**src/rtl/mini8086_pkg.sv**
```systemverilog
// Shared types and address-map constants for the Mini8086 chipset glue blocks.
package mini8086_pkg;

    typedef enum logic [1:0] {
        RGN_RAM,
        RGN_VGA,
        RGN_ROM,
        RGN_IO
    } region_e;

    typedef enum logic [2:0] {
        ST_IDLE,
        ST_ARMED,
        ST_WAIT,
        ST_EXT,
        ST_HOLD
    } ws_state_e;

    // ADDR[19:16] boundaries: upper RAM bank, video window, BIOS ROM.
    localparam logic [3:0] RAM_HI_BASE = 4'h8;
    localparam logic [3:0] VGA_BASE    = 4'hC;
    localparam logic [3:0] ROM_BASE    = 4'hE;

    function automatic region_e region_of(input logic m_io, input logic [3:0] addr_hi);
        region_e r;
        r = RGN_IO;
        if (m_io) begin
            case (addr_hi) inside
                [4'h0 : RAM_HI_BASE - 4'h1],
                [RAM_HI_BASE : VGA_BASE - 4'h1]: r = RGN_RAM;
                [VGA_BASE : ROM_BASE - 4'h1]:    r = RGN_VGA;
                default:                         r = RGN_ROM;
            endcase
        end
        return r;
    endfunction

endpackage

```
**src/rtl/ws_watchdog.sv**
```systemverilog
// Clock counter that bounds the external (VGA_RDY) wait phase of wait_state_gen.
// Compiled only when WS_TIMEOUT_EN is defined.
`ifdef WS_TIMEOUT_EN
module ws_watchdog
    import mini8086_pkg::*;
#(
    parameter int LIMIT = 64
) (
    input  logic clk,
    input  logic RESET_N,
    input  logic run,
    input  logic clr,
    output logic expired
);

    localparam logic [7:0] LastCount = 8'(LIMIT - 1);

    logic [7:0] count_q;
    logic [7:0] count_d;

    always_comb begin
        count_d = count_q;
        if (clr) begin
            count_d = '0;
        end else if (run && (count_q != LastCount)) begin
            count_d = count_q + 8'd1;
        end
    end

    always_ff @(posedge clk or negedge RESET_N) begin
        if (!RESET_N) begin
            count_q <= '0;
        end else begin
            count_q <= count_d;
        end
    end

    // Fires on the LIMIT-th clock spent in the external-wait phase.
    assign expired = run && (count_q == LastCount);

endmodule
`endif

```
**src/rtl/wait_state_gen.sv**
```systemverilog
// Programmable READY generator: per-region wait states plus VGA_RDY stretching.
// Define WS_TIMEOUT_EN to add a watchdog on the VGA_RDY wait and the sticky TIMEOUT_FLAG.
module wait_state_gen
    import mini8086_pkg::*;
#(
    parameter int RAM_WS      = 0,
    parameter int VGA_WS      = 2,
    parameter int ROM_WS      = 1,
    parameter int IO_WS       = 3,
    parameter int TIMEOUT_CYC = 64
) (
    input  logic       clk,
    input  logic       RESET_N,
    input  logic       ALE,
    input  logic       M_IO,
    input  logic       RD,
    input  logic       WR,
    input  logic       INTA,
    input  logic [3:0] ADDR_HI,
    input  logic       VGA_RDY,
    output logic       RDY1,
    output logic       TIMEOUT_FLAG,
    output logic       WS_ACTIVE
);

    localparam logic [7:0] RamWs = 8'(RAM_WS);
    localparam logic [7:0] VgaWs = 8'(VGA_WS);
    localparam logic [7:0] RomWs = 8'(ROM_WS);
    localparam logic [7:0] IoWs  = 8'(IO_WS);

    if ((TIMEOUT_CYC < 2) || (TIMEOUT_CYC > 255)) begin : g_bad_timeout
        $error("wait_state_gen: TIMEOUT_CYC must lie in 2..255");
    end

    ws_state_e  state_q, state_d;
    region_e    region_q, region_d;
    region_e    new_region;
    logic [7:0] cnt_q, cnt_d;
    logic       rdy_q, rdy_d;
    logic       ws_active_q;
    logic       cmd;
    logic       vga_stall;
    logic       expired;

    function automatic logic [7:0] ws_of(input region_e r);
        logic [7:0] w;
        case (r)
            RGN_RAM: w = RamWs;
            RGN_VGA: w = VgaWs;
            RGN_ROM: w = RomWs;
            default: w = IoWs;
        endcase
        return w;
    endfunction

    assign cmd        = ~RD | ~WR | ~INTA;
    assign new_region = region_of(M_IO, ADDR_HI);
    assign vga_stall  = (region_q == RGN_VGA) && !VGA_RDY;

    always_comb begin
        state_d  = state_q;
        region_d = region_q;
        cnt_d    = cnt_q;
        rdy_d    = rdy_q;
        case (state_q)
            ST_IDLE: begin
                rdy_d = 1'b1;
                if (ALE) begin
                    region_d = new_region;
                    cnt_d    = ws_of(new_region);
                    state_d  = ST_ARMED;
                end
            end
            ST_ARMED: begin
                // A second ALE before any strobe means the CPU restarted the cycle.
                if (ALE) begin
                    region_d = new_region;
                    cnt_d    = ws_of(new_region);
                end else if (cmd) begin
                    if (cnt_q != 8'd0) begin
                        rdy_d   = 1'b0;
                        state_d = ST_WAIT;
                    end else if (vga_stall) begin
                        rdy_d   = 1'b0;
                        state_d = ST_EXT;
                    end else begin
                        state_d = ST_HOLD;
                    end
                end
            end
            ST_WAIT: begin
                cnt_d = cnt_q - 8'd1;
                if (cnt_q <= 8'd1) begin
                    cnt_d = 8'd0;
                    if (vga_stall) begin
                        state_d = ST_EXT;
                    end else begin
                        rdy_d   = 1'b1;
                        state_d = ST_HOLD;
                    end
                end
            end
            ST_EXT: begin
                if (VGA_RDY || expired) begin
                    rdy_d   = 1'b1;
                    state_d = ST_HOLD;
                end
            end
            ST_HOLD: begin
                rdy_d = 1'b1;
                if (!cmd) begin
                    state_d = ST_IDLE;
                end
            end
            default: begin
                rdy_d   = 1'b1;
                state_d = ST_IDLE;
            end
        endcase
    end

    always_ff @(posedge clk or negedge RESET_N) begin
        if (!RESET_N) begin
            state_q     <= ST_IDLE;
            region_q    <= RGN_RAM;
            cnt_q       <= '0;
            rdy_q       <= 1'b1;
            ws_active_q <= 1'b0;
        end else begin
            state_q     <= state_d;
            region_q    <= region_d;
            cnt_q       <= cnt_d;
            rdy_q       <= rdy_d;
            ws_active_q <= (state_d == ST_WAIT) || (state_d == ST_EXT);
        end
    end

`ifdef WS_TIMEOUT_EN
    logic ext_run;
    logic ext_enter;
    logic timeout_q;

    assign ext_run   = (state_q == ST_EXT);
    assign ext_enter = (state_d == ST_EXT) && (state_q != ST_EXT);

    ws_watchdog #(
        .LIMIT (TIMEOUT_CYC)
    ) u_watchdog (
        .clk     (clk),
        .RESET_N (RESET_N),
        .run     (ext_run),
        .clr     (ext_enter),
        .expired (expired)
    );

    // A genuine VGA_RDY on the same clock as expiry completes normally.
    always_ff @(posedge clk or negedge RESET_N) begin
        if (!RESET_N) begin
            timeout_q <= 1'b0;
        end else if (ext_run && expired && !VGA_RDY) begin
            timeout_q <= 1'b1;
        end
    end

    assign TIMEOUT_FLAG = timeout_q;
`else
    assign expired      = 1'b0;
    assign TIMEOUT_FLAG = 1'b0;
`endif

    assign RDY1      = rdy_q;
    assign WS_ACTIVE = ws_active_q;

endmodule
```
**config.mk**
```make
export PLATFORM = sky130hd
export DESIGN_NAME = wait_state_gen
export DESIGN_NICKNAME = d
export VERILOG_FILES = /design/src/rtl/mini8086_pkg.sv /design/src/rtl/ws_watchdog.sv /design/src/rtl/wait_state_gen.sv
export SDC_FILE = /design/constraint.sdc
export NUM_CORES = 1
export LEC_CHECK = 0
export CAP_MARGIN = 20
export CELL_PAD_IN_SITES_DETAIL_PLACEMENT = 1
export CELL_PAD_IN_SITES_GLOBAL_PLACEMENT = 1
export CORE_MARGIN = 3
export CORE_UTILIZATION = 24
export DETAILED_ROUTE_END_ITERATION = 10
export PLACE_DENSITY_LB_ADDON = 0.08
export SLEW_MARGIN = 20
export SYNTH_ARGS = -nofsm -noshare
export SYNTH_HDL_FRONTEND = slang
export SYNTH_HIERARCHICAL = 1
export SYNTH_SLANG_ARGS = --single-unit
```
**constraint.sdc**
```tcl
create_clock -name clk -period 2 [get_ports clk]
set_input_delay 0.4 -clock clk [delete_from_list [all_inputs] [get_ports clk]]
set_output_delay 0.4 -clock clk [all_outputs]
set_load 0.05 [all_outputs]
```
==> results of run 1 <==
## metal layers
layer / track usage [%] / vias up / wire length, µm
met1: 14.1 / 415 / 1190
met5: 0 / - / 0
met3: 3.77 / 4 / 104
li1: - / 407 / -
met4: 3.25 / 0 / 31
met2: 17.1 / 14 / 1130
## layout by cell type, fill, tap and decap left out, types with 2 or more instances in the layout
cell / instances
nand2_1: 2
a31oi_1: 6
nor3_1: 5
nor2b_1: 2
o21a_1: 2
nor2_1: 7
o21ai_0: 6
dfrtp_1: 14
nand4_1: 2
inv_1: 4
buf_4: 8
a21oi_1: 6
o22ai_1: 2
clkbuf_8: 3
clkdlybuf4s50_1: 11
or3b_2: 2
nand3_1: 5
ha_1: 3
## path summary, 6_finish.rpt
kind,from,endpoint,depth (start not counted)
min reg2reg,region_q[1]$_DFFE_PN0P_,region_q[1]$_DFFE_PN0P_,1
min,RESET_N,cnt_q[5]$_DFFE_PN0P_,2
max in group asynchronous,RESET_N,RDY1$_DFFE_PN1P_,2
max,cnt_q[1]$_DFFE_PN0P_,cnt_q[6]$_DFFE_PN0P_,6
max reg2reg,cnt_q[1]$_DFFE_PN0P_,cnt_q[6]$_DFFE_PN0P_,6
min in group clk,region_q[1]$_DFFE_PN0P_,region_q[1]$_DFFE_PN0P_,1
## flip-flops by register name, summed over array words and instances, names as in the netlist
name       flops
state_q        3
cnt_q          8
WS_ACTIVE      1
RDY1           1
region_q       2
## power groups by stage
| stage | logic [W] | clock network [W] | registers [W] |
|---|---|---|---|
| after floorplan | 0.000699 | 0 | 0.000595 |
| after global routing | 0.00108 | 0.000278 | 0.000593 |
| after global placement | 0.000970 | 0 | 0.000567 |
| final | 0.000973 | 0.000253 | 0.000568 |
| after CTS | 0.000987 | 0.000268 | 0.000568 |
| after detailed placement | 0.000983 | 0 | 0.000572 |
## cell families after synthesis
family                     synth area share, %
adders and majority gates                 3.92
and+or+nand+nor                           23.2
xor gates and xnor gates                 0.914
AOI/OAI and AO/OA                         26.2
other                                    0.391
buffers and inverters                     6.00
DFF                                       39.3
## worst max-delay path: cells and delay by family (launching register included)
| kind | cells | cell delay (ns) |
|---|---|---|
| compound gates | 2 | 0.30 |
| fa+ha+maj | 1 | 0.20 |
| buf+inv | 1 | 0.10 |
| flops | 1 | 0.40 |
| simple gates | 2 | 0.70 |
## cell type report
| class | instances | share of cell area (%) |
|---|---|---|
| clock buffer | 3 | 3.46 |
| timing repair buffer | 19 | 14.3 |
| multi-input combinational | 76 | 44.0 |
| inverter | 4 | 1.26 |
| tap | 48 | 5.04 |
| sequential | 15 | 31.6 |
| clock inverter | 1 | 0.420 |
## stage by stage
step                setup WS, ns  area, µm²  instances  utilization [%]
CTS                        0.158       1190        166             31.9
floorplan                  0.284        958        100                -
global placement           0.190       1150        162             30.6
detailed placement         0.164       1150        162             30.6
global route              0.0713       1190        166             31.9
finish                     0.186       1190        166             31.9
==> key figures, run 1 <==
Yosys
  • Cell Area, Synth: 958 µm²
  • Asr flop ratio synth: 100%
  • Post-Syn Area per Cell: 9.58 µm²
  • Synth Warn #: 6
  • Post-synthesis sequential area ratio: 39.3%
  • Post-synth top area share: 36.6%
  • Number of distinct library cells after synthesis: 45
  • Post-synth top cells: dfrtp_1, nor2_1, a21oi_1, a31oi_1, o21ai_0
  • Synth Instances: 100
  • Net Count, Synth: 115
  • Post-synth top area cell: dfrtp_1
  • Register bit total from synthesis: 15
  • Most numerous cell in the Yosys netlist: dfrtp_1
  • Top_reg_cell synth: dfrtp_1
  • Post-synth EDFFs: 0
  • Ranking of synthesized cells by area: dfrtp_1, a31oi_1, ha_1

Layout
  • Synthesis-to-finish area growth: 24.4%
  • Multi-input logic area: 524 µm²
  • Nets: 134
  • Register area: 377 µm²
  • Ant diodes: 0
  • Layout cells sized above 1: 20.3%
  • Fill cell count: 458

Global route
  • Initial antenna violation count: 0
  • GRT Total Usage: 10.9%
  • First-pass GRT wire length: 4.13 mm
  • Vias in the first global route: 853
  • Largest net degree at the start of global routing: 16
  • Gr ovfl total: 0

Setup path
  • Worst Path Arrival: 1.96 ns
  • Worst setup SP type: flop
  • Delay of the slowest critical-path stage: 0.51 ns
  • Crit path required time: 2.14 ns
  • Critical path peak fanout: 4
  • CP Cell Sequence: inv_1, ha_1, or3b_2, nor3_1, o21ai_2, a22o_1
  • CP Capture Type: flop
  • Critical path class: flop to flop
  • R2R Setup Slk: 0.19 ns
  • Slowest CP cell: or3b_2

Routing
  • DRC: 0
  • DR vias/cell: 5.06
  • Wire per inst: 14.8 µm
  • Routed Antenna Nets: 0
  • WL final: 2.45 mm
  • Starting DRT DRC Count: 40
  • Via count: 840
  • 1st-pass router iterations: 4

Place
  • Placer Congestion: 0.696
  • Post-DP HPWL: 1.89 mm
  • Number of buffers inserted by port buffering: 12

Die
  • Die height: 69.2 µm
  • Die width: 69.2 µm
  • Core Region: 0.00374 mm²
  • Initial Utilization: 25.6%
  • Row count: 22
  • IO Pins: 15
  • Die ar.: 0.00479 mm²

Timing
  • Final hold viol count: 0
  • Clock skew: 0.00425 ns
  • Period utilisation layout: 90.7%
  • Crit path time final: 1.81 ns
  • Slew Limit Fails: 0
  • # setup viols final: 0
  • Max Fclk: 0.551 GHz
  • Min Hold Slack: 0.465 ns
  • Setup total negative slack: 0 ns
  • Unrepaired setup endpoints after global routing: false

Power
  • Clock share of power: 14.1%
  • Cell area power density: 1500 mW/mm²
  • Switching fraction of total power: 44.5%
  • Gate power share: 54.2%
  • Net switching power: 0.000798 W
  • Internal power: 0.000995 W
  • Worst IR Drop VDD: 0.000353 V
  • Seq pwr share: 31.7%
  • Leak Pwr: 0.486 nW
  • Power Total: 0.00179 W

Clock tree
  • Post-CTS sizing: 0
  • Worst-Skew Late Latency: 0.25 ns
  • Clk slew on worst S/H paths: 0.07 ns
  • CTS sink cnt: 15
  • CTS tree: done
  • Postcts setup bufs: 0
  • CTS Hold Bufs: 0
  • Clock buffer count from CTS: 3
  • H-tree Lvls: 1
  • Clock Tree Buf Depth: 2
  • CTS Root Cell: clkbuf_8

Hold path
  • Worst hold path type: input port to asynchronous set/reset pin

Flow run
  • Max cap viols: 0

Outcome
  • Status: completed
(Power assumes the default switching activity.)
==> inputs of run 2 (changes only) <==
- GPL_ROUTABILITY_DRIVEN: not set -> 0
==> results of run 2 <==
Same layout as run 1: the final DEF is identical, and so are final timing and power.
==> inputs of run 3 (changes only) <==
- HOLD_SLACK_MARGIN: not set -> 0.03
==> results of run 3 <==
Same layout as run 1: the final DEF is identical, and so are final timing and power.
